`src/rtl/writeback_arbiter.sv`:
```
// Purpose: merges in-order pipeline writebacks and a one-entry buffered aux result onto one register-file write port, with a busy scoreboard.
// Latency: pipe writes pass through combinationally; an aux result accepted in cycle N can be written in N+1 at the earliest.
// Backpressure: auxWriteReady drops while the hold entry is full; pipeStall holds the pipe while a starved aux entry preempts it.
module writeback_arbiter #(
    parameter int STARVE_LIMIT = 3
) (
    input  logic        clk,
    input  logic        reset,
    input  logic        pipeWriteValid,
    input  logic [4:0]  pipeWriteIndex,
    input  logic [31:0] pipeWriteData,
    input  logic        auxWriteValid,
    input  logic [4:0]  auxWriteIndex,
    input  logic [31:0] auxWriteData,
    output logic        auxWriteReady,
    input  logic        auxIssueValid,
    input  logic [4:0]  auxIssueIndex,
    input  logic [4:0]  queryIndex1,
    input  logic [4:0]  queryIndex2,
    output logic        queryBusy1,
    output logic        queryBusy2,
    output logic        shouldWrite,
    output logic [4:0]  writeRegisterIndex,
    output logic [31:0] writeRegisterData,
    output logic        pipeStall
);

    localparam logic [3:0] LIMIT = 4'(STARVE_LIMIT);

    typedef enum logic {
        MODE_NORMAL  = 1'b0,
        MODE_PREEMPT = 1'b1
    } mode_e;

    logic        hold_vld_q, hold_vld_d;
    logic [4:0]  hold_idx_q, hold_idx_d;
    logic [31:0] hold_dat_q, hold_dat_d;
    logic [3:0]  wait_cnt_q, wait_cnt_d;
    logic [31:0] busy_q, busy_d;

    mode_e mode;
    logic  pipe_req;
    logic  grant_pipe;
    logic  grant_hold;
    logic  aux_acc;

    always_comb begin
        mode = (hold_vld_q && wait_cnt_q == LIMIT) ? MODE_PREEMPT : MODE_NORMAL;
        // Reset gating keeps the write port quiet while reset is held low.
        pipe_req   = reset && pipeWriteValid && (pipeWriteIndex != 5'd0);
        grant_pipe = pipe_req && (mode == MODE_NORMAL);
        grant_hold = hold_vld_q && !grant_pipe;
        aux_acc    = auxWriteValid && !hold_vld_q;

        auxWriteReady      = !hold_vld_q;
        pipeStall          = pipe_req && (mode == MODE_PREEMPT);
        shouldWrite        = 1'b0;
        writeRegisterIndex = 5'd0;
        writeRegisterData  = 32'd0;
        if (grant_pipe) begin
            shouldWrite        = 1'b1;
            writeRegisterIndex = pipeWriteIndex;
            writeRegisterData  = pipeWriteData;
        end else if (grant_hold) begin
            shouldWrite        = 1'b1;
            writeRegisterIndex = hold_idx_q;
            writeRegisterData  = hold_dat_q;
        end

        queryBusy1 = (queryIndex1 != 5'd0) && busy_q[queryIndex1];
        queryBusy2 = (queryIndex2 != 5'd0) && busy_q[queryIndex2];
    end

    always_comb begin
        hold_vld_d = hold_vld_q;
        hold_idx_d = hold_idx_q;
        hold_dat_d = hold_dat_q;
        wait_cnt_d = wait_cnt_q;
        busy_d     = busy_q;

        if (grant_hold) begin
            hold_vld_d         = 1'b0;
            wait_cnt_d         = 4'd0;
            busy_d[hold_idx_q] = 1'b0;
        end else if (hold_vld_q && wait_cnt_q != LIMIT) begin
            wait_cnt_d = wait_cnt_q + 4'd1;
        end

        // Accept only happens with an empty hold entry, so it never overlaps a hold grant.
        if (aux_acc && auxWriteIndex != 5'd0) begin
            hold_vld_d = 1'b1;
            hold_idx_d = auxWriteIndex;
            hold_dat_d = auxWriteData;
            wait_cnt_d = 4'd0;
        end

        // Applied last so a newer issue wins over the retiring entry's clear.
        if (auxIssueValid && auxIssueIndex != 5'd0) begin
            busy_d[auxIssueIndex] = 1'b1;
        end
    end

    always_ff @(posedge clk or negedge reset) begin
        if (!reset) begin
            hold_vld_q <= 1'b0;
            hold_idx_q <= 5'd0;
            hold_dat_q <= 32'd0;
            wait_cnt_q <= 4'd0;
            busy_q     <= 32'd0;
        end else begin
            hold_vld_q <= hold_vld_d;
            hold_idx_q <= hold_idx_d;
            hold_dat_q <= hold_dat_d;
            wait_cnt_q <= wait_cnt_d;
            busy_q     <= busy_d;
        end
    end

endmodule

```
`config.mk`:
```
export PLATFORM = sky130hd
export DESIGN_NAME = writeback_arbiter
export DESIGN_NICKNAME = d
export VERILOG_FILES = /design/src/rtl/writeback_arbiter.sv
export SDC_FILE = /design/constraint.sdc
export NUM_CORES = 1
export LEC_CHECK = 0
export ABC_CLOCK_PERIOD_IN_PS = 4100
export BUFFER_PORTS_ARGS = -buffer_cell sky130_fd_sc_hd__buf_2
export CORE_AREA = 2 2 94 96
export CTS_BUF_LIST = sky130_fd_sc_hd__clkbuf_8
export DETAILED_ROUTE_END_ITERATION = 16
export DIE_AREA = 0 0 96 98
export PLACE_DENSITY = 0.79
export SKIP_CTS_REPAIR_TIMING = 1
export SLEW_MARGIN = 25
export SYNTH_ARGS = -nofsm -noshare
export SYNTH_HDL_FRONTEND = slang
export SYNTH_SLANG_ARGS = --single-unit
```
`constraint.sdc`:
```
create_clock -name clk -period 4.1 [get_ports clk]
set_input_delay 0.82 -clock clk [delete_from_list [all_inputs] [get_ports clk]]
set_output_delay 0.82 -clock clk [all_outputs]
set_load 0.005 [all_outputs]
```
==> results.sh <==
export IMPL_dr_pass1_iters=5
export IMPL_postRouteAntennaNets=0
export IMPL_synth_edff_count=0
export IMPL_grt_pass1_wl_mm=18.9
export IMPL_seq_area_frac_synth=0.434
export IMPL_placed_cell_area_um2=4900
export IMPL_die_area_um2=9410
export IMPL_hpwl_mm=8.14
export IMPL_grt_setup_unrepaired="no"
export IMPL_diodes=0
export IMPL_status="completed"
export IMPL_seq_area_um2=1830
export IMPL_critPathSlowestCell="nor4_2"
export IMPL_yosysMostFrequentCell="nand2_1"
export IMPL_antenna_found_initial=0
export IMPL_period_share=0.814
export IMPL_rr_worst_depth=4
export IMPL_syn_to_final_growth_pct=22.1
export IMPL_hp_start="hold_dat_q[4]"
export IMPL_worstPathMaxFanout=36
export IMPL_wl_per_cell_um=18.1
export IMPL_initial_core_util=0.497
export IMPL_die_x_um=96
export IMPL_p_total_w=0.00329
export IMPL_cts_buffers=9
export IMPL_crit_arrival_ps=2520
export IMPL_clkLatencyLatePin_ps=350
export IMPL_crit_path_end_kind="output pin"
export IMPL_gr_usage_all_layers=0.259
export IMPL_power_leakage_nw=2.47
export IMPL_setup_viol=0
export IMPL_max_freq_mhz=299
export IMPL_nets=617
export IMPL_max_slew_margin=0.392
export IMPL_holdPathEnd="hold_dat_q[4]"
export IMPL_cp_start_kind="input pin"
export IMPL_drv_cap=0
export IMPL_worst_pin_slew_ps=912
export IMPL_setup_tns_ps=0
export IMPL_portBuffers=135
export IMPL_yosys_top_cells_area="dfrtp_1 (43%), a22o_1 (7.9%), nand2_1 (7.7%)"
export IMPL_multi_input_area_um2=2210
export IMPL_netlist_area_um2=4210
export IMPL_syn_area_per_cell_um2=10.5
export IMPL_synth_cell_types=52
export IMPL_grt_pass1_vias=3872
export IMPL_cp_common_cell="buf_2"
export IMPL_critPathKind="in2out"
export IMPL_r2r_slack_ps=2170
export IMPL_synth_top_cell_area_share=0.434
export IMPL_synth_common_cells="nand2_1 (86), dfrtp_1 (73), a22o_1 (38)"
export IMPL_hp_class="reg2reg"
export IMPL_overflow=0
export IMPL_pin_count=136
export IMPL_vias=3682
export IMPL_clock_skew_ps=8.92
export IMPL_worst_ir_drop_vdd_mv=0.356
export IMPL_yosysTopAreaCell="dfrtp_1"
export IMPL_r2r_start="hold_vld_q"
export IMPL_num_fill_cells=705
export IMPL_hold_viol_final=0
export IMPL_cts_buffer_depth=2
export IMPL_cp_required_ps=3280
export IMPL_rows=34
export IMPL_clock_sinks=73
export IMPL_coreArea_um2=8470
export IMPL_layout_min_cycle_time_ps=3340
export IMPL_cts_tree="done"
export IMPL_wl_mm=11.5
export IMPL_layout_drive_gt1_share=0.397
export IMPL_instances_no_fill=634
export IMPL_syn_inst=400
export IMPL_syn_nets=495
export IMPL_ys_ff_latch=73
export IMPL_synth_async_reset_ratio=1.00
export IMPL_drcViolationCount=0
export IMPL_synthFlopType="dfrtp_1"
export IMPL_clk_pin_slew_ps=70
export IMPL_path_cells="buf_2 -> nor4_2 -> a211oi_2 -> nor2_2 -> buf_4 -> a22o_1 -> buf_2"
export IMPL_die_h_um=98
export IMPL_r2r_end="hold_dat_q[25]"
export IMPL_power_density_nw_per_um2=640
export IMPL_slowest_delay_ps=490
export IMPL_place_inst=619
export IMPL_ys_warn_count=0
export IMPL_viasPerCell=5.81
export IMPL_htree_levels=3
export IMPL_slew_viol_final=0
export IMPL_drt_initial_drc_count=283
export IMPL_grt_max_degree=74
export IMPL_cts_root_buf="clkbuf_8"
export IMPL_final_area_um2=5130
export IMPL_holdPathStages=1
export IMPL_place_congestion=0.936
worst max-delay path by stage:
stage                                  endpoint  slack [ps]  cells after the start         startpoint
final                     writeRegisterData[21]         760                      7  pipeWriteIndex[2]
after global placement    writeRegisterData[21]         850                      7  pipeWriteIndex[2]
after global routing      writeRegisterData[21]         650                      7  pipeWriteIndex[2]
after floorplan                      queryBusy2        1390                      5     queryIndex2[0]
after detailed placement  writeRegisterData[21]         760                      7  pipeWriteIndex[2]
after CTS                 writeRegisterData[21]         750                      7  pipeWriteIndex[2]
registers in the layout, indices dropped and copies added, names as in the netlist:
| register | flops |
|---|---|
| hold_vld_q | 1 |
| hold_idx_q | 5 |
| hold_dat_q | 32 |
| wait_cnt_q | 4 |
| busy_q | 31 |
cell usage in the layout (no fill, tap or decap), drive strengths merged, types with 2 or more instances in the layout:
cell type  netlist  routed
a2111oi          2       2
a211oi           4       4
a21boi           2       2
a21oi            2       2
a22o            38      38
a311oi           2       2
and3             2       2
and3b            2       2
buf             19     140
bufinv           0       2
clkbuf          10      11
dfrtp           73      73
inv              5       5
mux2            37      37
mux2i           12      12
mux4             7       7
nand2           86      86
nand2b           2       2
nand3            8       8
nand3b           8       8
nand4            3       3
nor2             8       8
nor2b            6       6
nor3b            5       5
o21ai            5       5
o31ai           31      31
or2              3       3
or3              2       2
power breakdown:
part | switching, W | internal (W)
Combinational | 0.000569 | 0.000690
Sequential | 0.000319 | 0.00107
Clock | 0.000266 | 0.000374
metrics by stage:
stage | setup WS [ps] | utilization | hold WS (ps)
finish | 761 | 0.606 | 516
detailed placement | 762 | 0.579 | 495
global placement | 849 | 0.579 | 490
global route | 651 | 0.606 | 540
CTS | 750 | 0.606 | 516
floorplan | 1390 | - | 465
cell type report:
type | count | share of cell area
Clock inverter | 4 | 0.0149
Inverter | 5 | 0.00366
Multi-Input combinational cell | 293 | 0.431
Clock buffer | 11 | 0.0295
Timing Repair Buffer | 140 | 0.139
Sequential cell | 73 | 0.356
Tap cell | 108 | 0.0263
worst max-delay path: cells and delay by family:
kind            cells  cell delay (ps)
simple gates        2              670
compound gates      2              400
buf+inv             3              610
cells by family after synthesis:
kind of cell / after synthesis / synth area share
XOR/XNOR: 1 / 0.00208
flip-flops: 73 / 0.434
adder cells (fa/ha/maj): 1 / 0.00297
AND/OR/NAND/NOR: 143 / 0.165
AO/OA/AOI/OAI: 92 / 0.177
buffers and inverters: 34 / 0.0443
multiplexers: 56 / 0.174
metal layers:
layer  up-vias  track usage  part of all wire
li1       1718            -                 -
met1      1784        0.331              0.40
met2       164        0.417              0.50
met3        16       0.0586             0.079
met4         0        0.113             0.016
met5         -            0                 0
Note: power is estimated with default switching activity, not from simulation.
